### src/rtl/instrumented_adder_ripple_wrapper.sv
// -----------------------------------------------------------------------------
// instrumented_adder_ripple_wrapper
//
// Caravel-style user-project wrapper around a 32-bit ripple-carry adder that is
// closed into a feedback loop. Some operand-A bits come from a feedback bit
// (chain_out), and chain_out is rebuilt each cycle from selected sum bits.
// When the loop oscillates, an event counter records rising edges of chain_out.
// Software configures and observes the block over the logic-analyzer buses.
//
// Ports:
//   wb_clk_i      single clock, all state changes on its rising edge
//   wb_rst_i      synchronous active-high reset
//   active        project select; 0 forces every output to its inactive value
//   la1_data_in   register write data
//   la2_data_in   unused
//   la3_data_in   [2:0] register address, [3] write enable, rest unused
//   la1_oenb, la2_oenb, la3_oenb, io_in   unused
//   la1_data_out  event counter
//   la2_data_out  registered adder sum
//   la3_data_out  {28'b0, carry_out, chain_out, 1'b0, run}
//   io_out        bit 8 carries chain_out, all other bits 0
//   io_oeb        all 0 while active, all 1 while inactive
//
// Register map (written when la3_data_in[3] = 1):
//   0 a_input, 1 b_input, 2 a_ext_mask, 3 ring_mask, 4 s_sel_mask,
//   5 control (bit0 = run, bit1 = one-shot counter clear), 6-7 ignored
// -----------------------------------------------------------------------------
module instrumented_adder_ripple_wrapper #(
  parameter int WIDTH = 32
) (
  input  logic        wb_clk_i,
  input  logic        wb_rst_i,
  input  logic        active,
  input  logic [31:0] la1_data_in,
  input  logic [31:0] la2_data_in,
  input  logic [31:0] la3_data_in,
  input  logic [31:0] la1_oenb,
  input  logic [31:0] la2_oenb,
  input  logic [31:0] la3_oenb,
  input  logic [37:0] io_in,
  output logic [31:0] la1_data_out,
  output logic [31:0] la2_data_out,
  output logic [31:0] la3_data_out,
  output logic [37:0] io_out,
  output logic [37:0] io_oeb
);

  // Configuration registers
  logic [WIDTH-1:0] a_input;
  logic [WIDTH-1:0] b_input;
  logic [WIDTH-1:0] a_ext_mask;
  logic [WIDTH-1:0] ring_mask;
  logic [WIDTH-1:0] s_sel_mask;
  logic             run;

  // Loop and measurement state
  logic             chain_out;
  logic [WIDTH-1:0] count;
  logic [WIDTH-1:0] sum_reg;
  logic             carry_reg;

  // Datapath
  logic [WIDTH-1:0] a_eff;
  logic [WIDTH-1:0] sum;
  logic             carry_out;
  logic             ripple_c;
  logic             fb;
  logic             chain_next;
  logic             count_inc;

  // Write decode
  logic       wr_en;
  logic [2:0] wr_addr;
  logic       clear_pulse;

  // Inputs that the wrapper deliberately does not use, folded together so the
  // intent is explicit.
  logic unused_inputs;
  assign unused_inputs = ^{la2_data_in, la3_data_in[31:4], la1_oenb, la2_oenb,
                           la3_oenb, io_in};

  assign wr_en       = la3_data_in[3];
  assign wr_addr     = la3_data_in[2:0];
  assign clear_pulse = wr_en && (wr_addr == 3'd5) && la1_data_in[1];

  // Ring bits take the feedback value and override the external operand.
  assign a_eff = (ring_mask & {WIDTH{chain_out}})
               | (~ring_mask & a_ext_mask & a_input);

  // Ripple-carry adder: one full adder per bit, carry passed bit to bit. The
  // carry is a loop-local variable so the chain stays a true ripple structure.
  always_comb begin
    ripple_c = 1'b0;
    sum      = '0;
    for (int i = 0; i < WIDTH; i++) begin
      sum[i]   = a_eff[i] ^ b_input[i] ^ ripple_c;
      ripple_c = (a_eff[i] & b_input[i]) | (ripple_c & (a_eff[i] ^ b_input[i]));
    end
    carry_out = ripple_c;
  end

  // The feedback uses the live sum so the loop closes through the adder in a
  // single cycle; inverting it makes a one-bit ring oscillate.
  assign fb         = |(sum & s_sel_mask);
  assign chain_next = run ? ~fb : 1'b0;
  assign count_inc  = run && !chain_out && chain_next;

  always_ff @(posedge wb_clk_i) begin
    if (wb_rst_i) begin
      a_input    <= '0;
      b_input    <= '0;
      a_ext_mask <= '0;
      ring_mask  <= WIDTH'(32'h0000_0020);
      s_sel_mask <= WIDTH'(32'h0000_0020);
      run        <= 1'b0;
    end else if (wr_en) begin
      case (wr_addr)
        3'd0:    a_input    <= la1_data_in;
        3'd1:    b_input    <= la1_data_in;
        3'd2:    a_ext_mask <= la1_data_in;
        3'd3:    ring_mask  <= la1_data_in;
        3'd4:    s_sel_mask <= la1_data_in;
        3'd5:    run        <= la1_data_in[0];
        default: ;
      endcase
    end
  end

  always_ff @(posedge wb_clk_i) begin
    if (wb_rst_i) begin
      chain_out <= 1'b0;
      count     <= '0;
      sum_reg   <= '0;
      carry_reg <= 1'b0;
    end else begin
      chain_out <= chain_next;
      sum_reg   <= sum;
      carry_reg <= carry_out;
      // Clear takes precedence over a coincident rising edge.
      if (clear_pulse) begin
        count <= '0;
      end else if (count_inc) begin
        count <= count + 1'b1;
      end
    end
  end

  // Output gating: state keeps running regardless of active.
  always_comb begin
    la1_data_out = '0;
    la2_data_out = '0;
    la3_data_out = '0;
    io_out       = '0;
    io_oeb       = '1;
    if (active) begin
      la1_data_out = count;
      la2_data_out = sum_reg;
      la3_data_out = {28'b0, carry_reg, chain_out, 1'b0, run};
      io_out[8]    = chain_out;
      io_oeb       = '0;
    end
  end

endmodule

### config.mk
export PLATFORM = sky130hd
export DESIGN_NAME = instrumented_adder_ripple_wrapper
export DESIGN_NICKNAME = d
export VERILOG_FILES = /design/src/rtl/instrumented_adder_ripple_wrapper.sv
export SDC_FILE = /design/constraint.sdc
export NUM_CORES = 1
export LEC_CHECK = 0
export BUFFER_PORTS_ARGS = -buffer_cell sky130_fd_sc_hd__buf_2
export CAP_MARGIN = 25
export CORE_ASPECT_RATIO = 1.75
export CORE_MARGIN = 2
export CORE_UTILIZATION = 35
export CTS_BUF_LIST = sky130_fd_sc_hd__clkbuf_4 sky130_fd_sc_hd__clkbuf_8 sky130_fd_sc_hd__clkbuf_16
export CTS_CLUSTER_SIZE = 20
export DETAILED_ROUTE_END_ITERATION = 8
export GPL_TIMING_DRIVEN = 0
export HOLD_SLACK_MARGIN = 0.12
export SYNTH_ARGS = -nofsm -noshare
export SYNTH_HDL_FRONTEND = slang
export SYNTH_SLANG_ARGS = --single-unit
### constraint.sdc
create_clock -name wb_clk_i -period 15.1 [get_ports wb_clk_i]
set_clock_uncertainty 0.15 [all_clocks]
set_input_delay 3.02 -clock wb_clk_i [delete_from_list [all_inputs] [get_ports wb_clk_i]]
set_output_delay 3.02 -clock wb_clk_i [all_outputs]
set_load 0.01 [all_outputs]
==> flow_metrics.env <==
export IMPL_clk_pin_slew_worst_paths_ns=0.07
export IMPL_crit_top_cell="fa_1"
export IMPL_hold_depth=2
export IMPL_p_per_area_nw_per_um2=98.3
export IMPL_period_needed_ns=14.58
export IMPL_design_die_area_sq_um=31400
export IMPL_synth_cells=1316
export IMPL_synth_top_area_share_pct=43.4
export IMPL_dr_pass1_iters=6
export IMPL_final_common_cell="nand2_1"
export IMPL_grt_setup_unrepaired="no"
export IMPL_first_iter_violations=483
export IMPL_port_buffers=142
export IMPL_power_leakage_nw=5.13
export IMPL_ys_top_cells_by_area="dfxtp_1, nand2_1, a21oi_1, buf_4, fa_1"
export IMPL_cp_required_ns=15.40
export IMPL_grt_overflow=0
export IMPL_cap_violations=0
export IMPL_rr_startpoint="chain_out"
export IMPL_status="complete, no violations"
export IMPL_stdcell_count=1941
export IMPL_end_kind="flop"
export IMPL_dieHeight_um=233
export IMPL_postCtsSetupRepairBufs=0
export IMPL_min_period_over_period_pct=96.6
export IMPL_final_max_slew_viol_count=0
export IMPL_wl_um=30700
export IMPL_dp_worst_setup_slack_ns=-0.606
export IMPL_grt_pass1_vias=8538
export IMPL_die_w_um=135
export IMPL_worstHoldEndpoint="a_input[4]"
export IMPL_io_pins=405
export IMPL_crit_arrival_ns=14.89
export IMPL_cts_tree="yes"
export IMPL_cts_buffers=21
export IMPL_tns_ns=0
export IMPL_fp_coreArea_sq_um=29400
export IMPL_synthesis_area_sq_um=10500
export IMPL_grt_pass1_wl_um=46800
export IMPL_layout_common_cells="nand2_1, dfxtp_1, a21oi_1"
export IMPL_clock_path_buffers=3
export IMPL_cts_hold_buf=0
export IMPL_critPathMaxFanout=10
export IMPL_worst_slack_ns=0.516
export IMPL_hp_start="a_input[4]"
export IMPL_htree_levels=1
export IMPL_hold_path_class="reg -> reg"
export IMPL_crit_type="reg -> reg"
export IMPL_worst_skew_pair_late_latency_ns=0.52
export IMPL_vias=9089
export IMPL_yosysUniqueCellTypes=44
export IMPL_worstSetupStartpointType="flop"
export IMPL_critPathSlowestCell="or4_1"
export IMPL_track_usage_pct=19.2
export IMPL_fin_nets=1811
export IMPL_grt_max_degree=39
export IMPL_gp_congestion=0.922
export IMPL_drc_errors=0
export IMPL_antenna_found_initial=3
export IMPL_setup_violations=0
export IMPL_peakVddDrop_mv=0.0667
export IMPL_place_hpwl_um=24500
export IMPL_ant_nets=0
export IMPL_initial_core_util_pct=35.6
export IMPL_via_per_inst=4.68
export IMPL_worst_slew_pin_slew_ns=0.975
export IMPL_yosysSeqAreaShare_pct=43.4
export IMPL_area_growth_pct=21.1
export IMPL_synth_largest_area_cell="dfxtp_1"
export IMPL_rows=83
export IMPL_cts_root_buf="clkbuf_16"
export IMPL_clock_sinks=227
export IMPL_regToRegEndpoint="count[31]"
export IMPL_slowest_delay_ns=0.53
export IMPL_dp_cells=1905
export IMPL_hold_viol=0
export IMPL_reg2reg_depth=45
export IMPL_layout_drive_gt1_share_pct=20.0
export IMPL_slew_headroom_pct=34.9
export IMPL_max_freq_ghz=0.0686
export IMPL_synth_ff_latch_count=227
export IMPL_postLayoutCoreUtil_pct=43.2
export IMPL_yosysWarnings=0
export IMPL_r2r_slack_ns=0.52
export IMPL_syn_avg_cell_area_sq_um=7.96
export IMPL_avgRoutedWirePerCell_um=15.8
-- power by group --
group	switching, W	total [W]	leakage [nW]	internal, W
combinational	0.0000605	0.0000981	2.96	0.0000377
sequential	0.00000609	0.000615	1.84	0.000609
clock	0.000233	0.000535	0.335	0.000302
-- cells in the mapped netlist, drive strengths merged --
cell,count
a22oi,7
inv,8
and3,7
nand3,18
xor2,2
a21boi,1
clkbuf,72
o31ai,6
o21ai,50
nand4,6
or4,7
nor4,1
a21oi,188
ha,2
a221oi,3
a21o,1
or2,1
nand3b,2
and2,67
xnor2,1
o41ai,2
nor2b,34
dfxtp,227
mux2i,2
conb,1
fa,31
or3b,2
a222oi,1
nor3,4
nand2b,5
or3,21
nand2,402
nor2,18
and4,5
buf,108
a22o,3
-- critical path, delay by kind of cell, from the launching register on --
family                     cells  cell delay (ns)
AOI/OAI and AO/OA              3             0.51
adders and majority gates     32            11.80
buffers and inverters          6             0.65
DFF                            1             0.39
and+or+nand+nor                4             1.04
-- metal layers --
metal / vias to the layer above / wire length (um) / track usage, %
li1: 4590 / - / -
met1: 4069 / 10600 / 19.5
met2: 349 / 16300 / 36.8
met3: 77 / 2040 / 2.85
met4: 4 / 1700 / 10.8
met5: - / 27 / 0
-- cell type report --
type                       count  area [sq um]
fill                        2999         16700
multi-input combinational    966          5110
sequential                   227          4550
buffer                       179          1110
timing repair buffer         142           711
clock buffer                  28           609
tap                          382           478
clock inverter                 8          80.1
inverter                       8          30.0
antenna                        1          2.50
-- worst max path at each step --
stage	startpoint	endpoint	slack, ns	cells past startpoint
2_1_floorplan	chain_out	count[1]	0.95	47
3_3_place_gp	chain_out	count[1]	-0.57	46
3_5_place_dp	chain_out	count[1]	-0.61	46
4_1_cts	chain_out	count[29]	0.0005	45
5_1_grt	chain_out	count[31]	0.03	45
6_report	chain_out	count[31]	0.52	45
-- per-stage QoR --
stage / power, W / instance area, sq um / hold WS, ns
4_1_cts: 0.00126 / 12600 / 0.305
2_1_floorplan: 0.000689 / 10700 / 0.284
3_5_place_dp: 0.000726 / 11900 / 0.297
3_3_place_gp: 0.000724 / 11900 / 0.292
5_1_grt: 0.00129 / 12700 / 0.320
6_report: 0.00125 / 12700 / 0.303
-- logic make-up after synthesis --
group | Yosys count | share of synthesized area (%)
simple gates | 600 | 26.1
compound gates | 262 | 13.2
flops | 227 | 43.4
buf+inv | 188 | 10.6
fa+ha+maj | 33 | 6.16
xor+xnor | 3 | 0.251
mux | 2 | 0.191
other cells | 1 | 0.0358
-- repair_timing --
| action | CTS | global route |
|---|---|---|
| setup endpoints to repair | 30 | 30 |
| gates resized for setup | 12 | 25 |
| endpoints found under the hold margin | 0 | 0 |
| pin swaps | 0 | 2 |
| cloned | 0 | 0 |
Power figures use the tool's default switching activity.
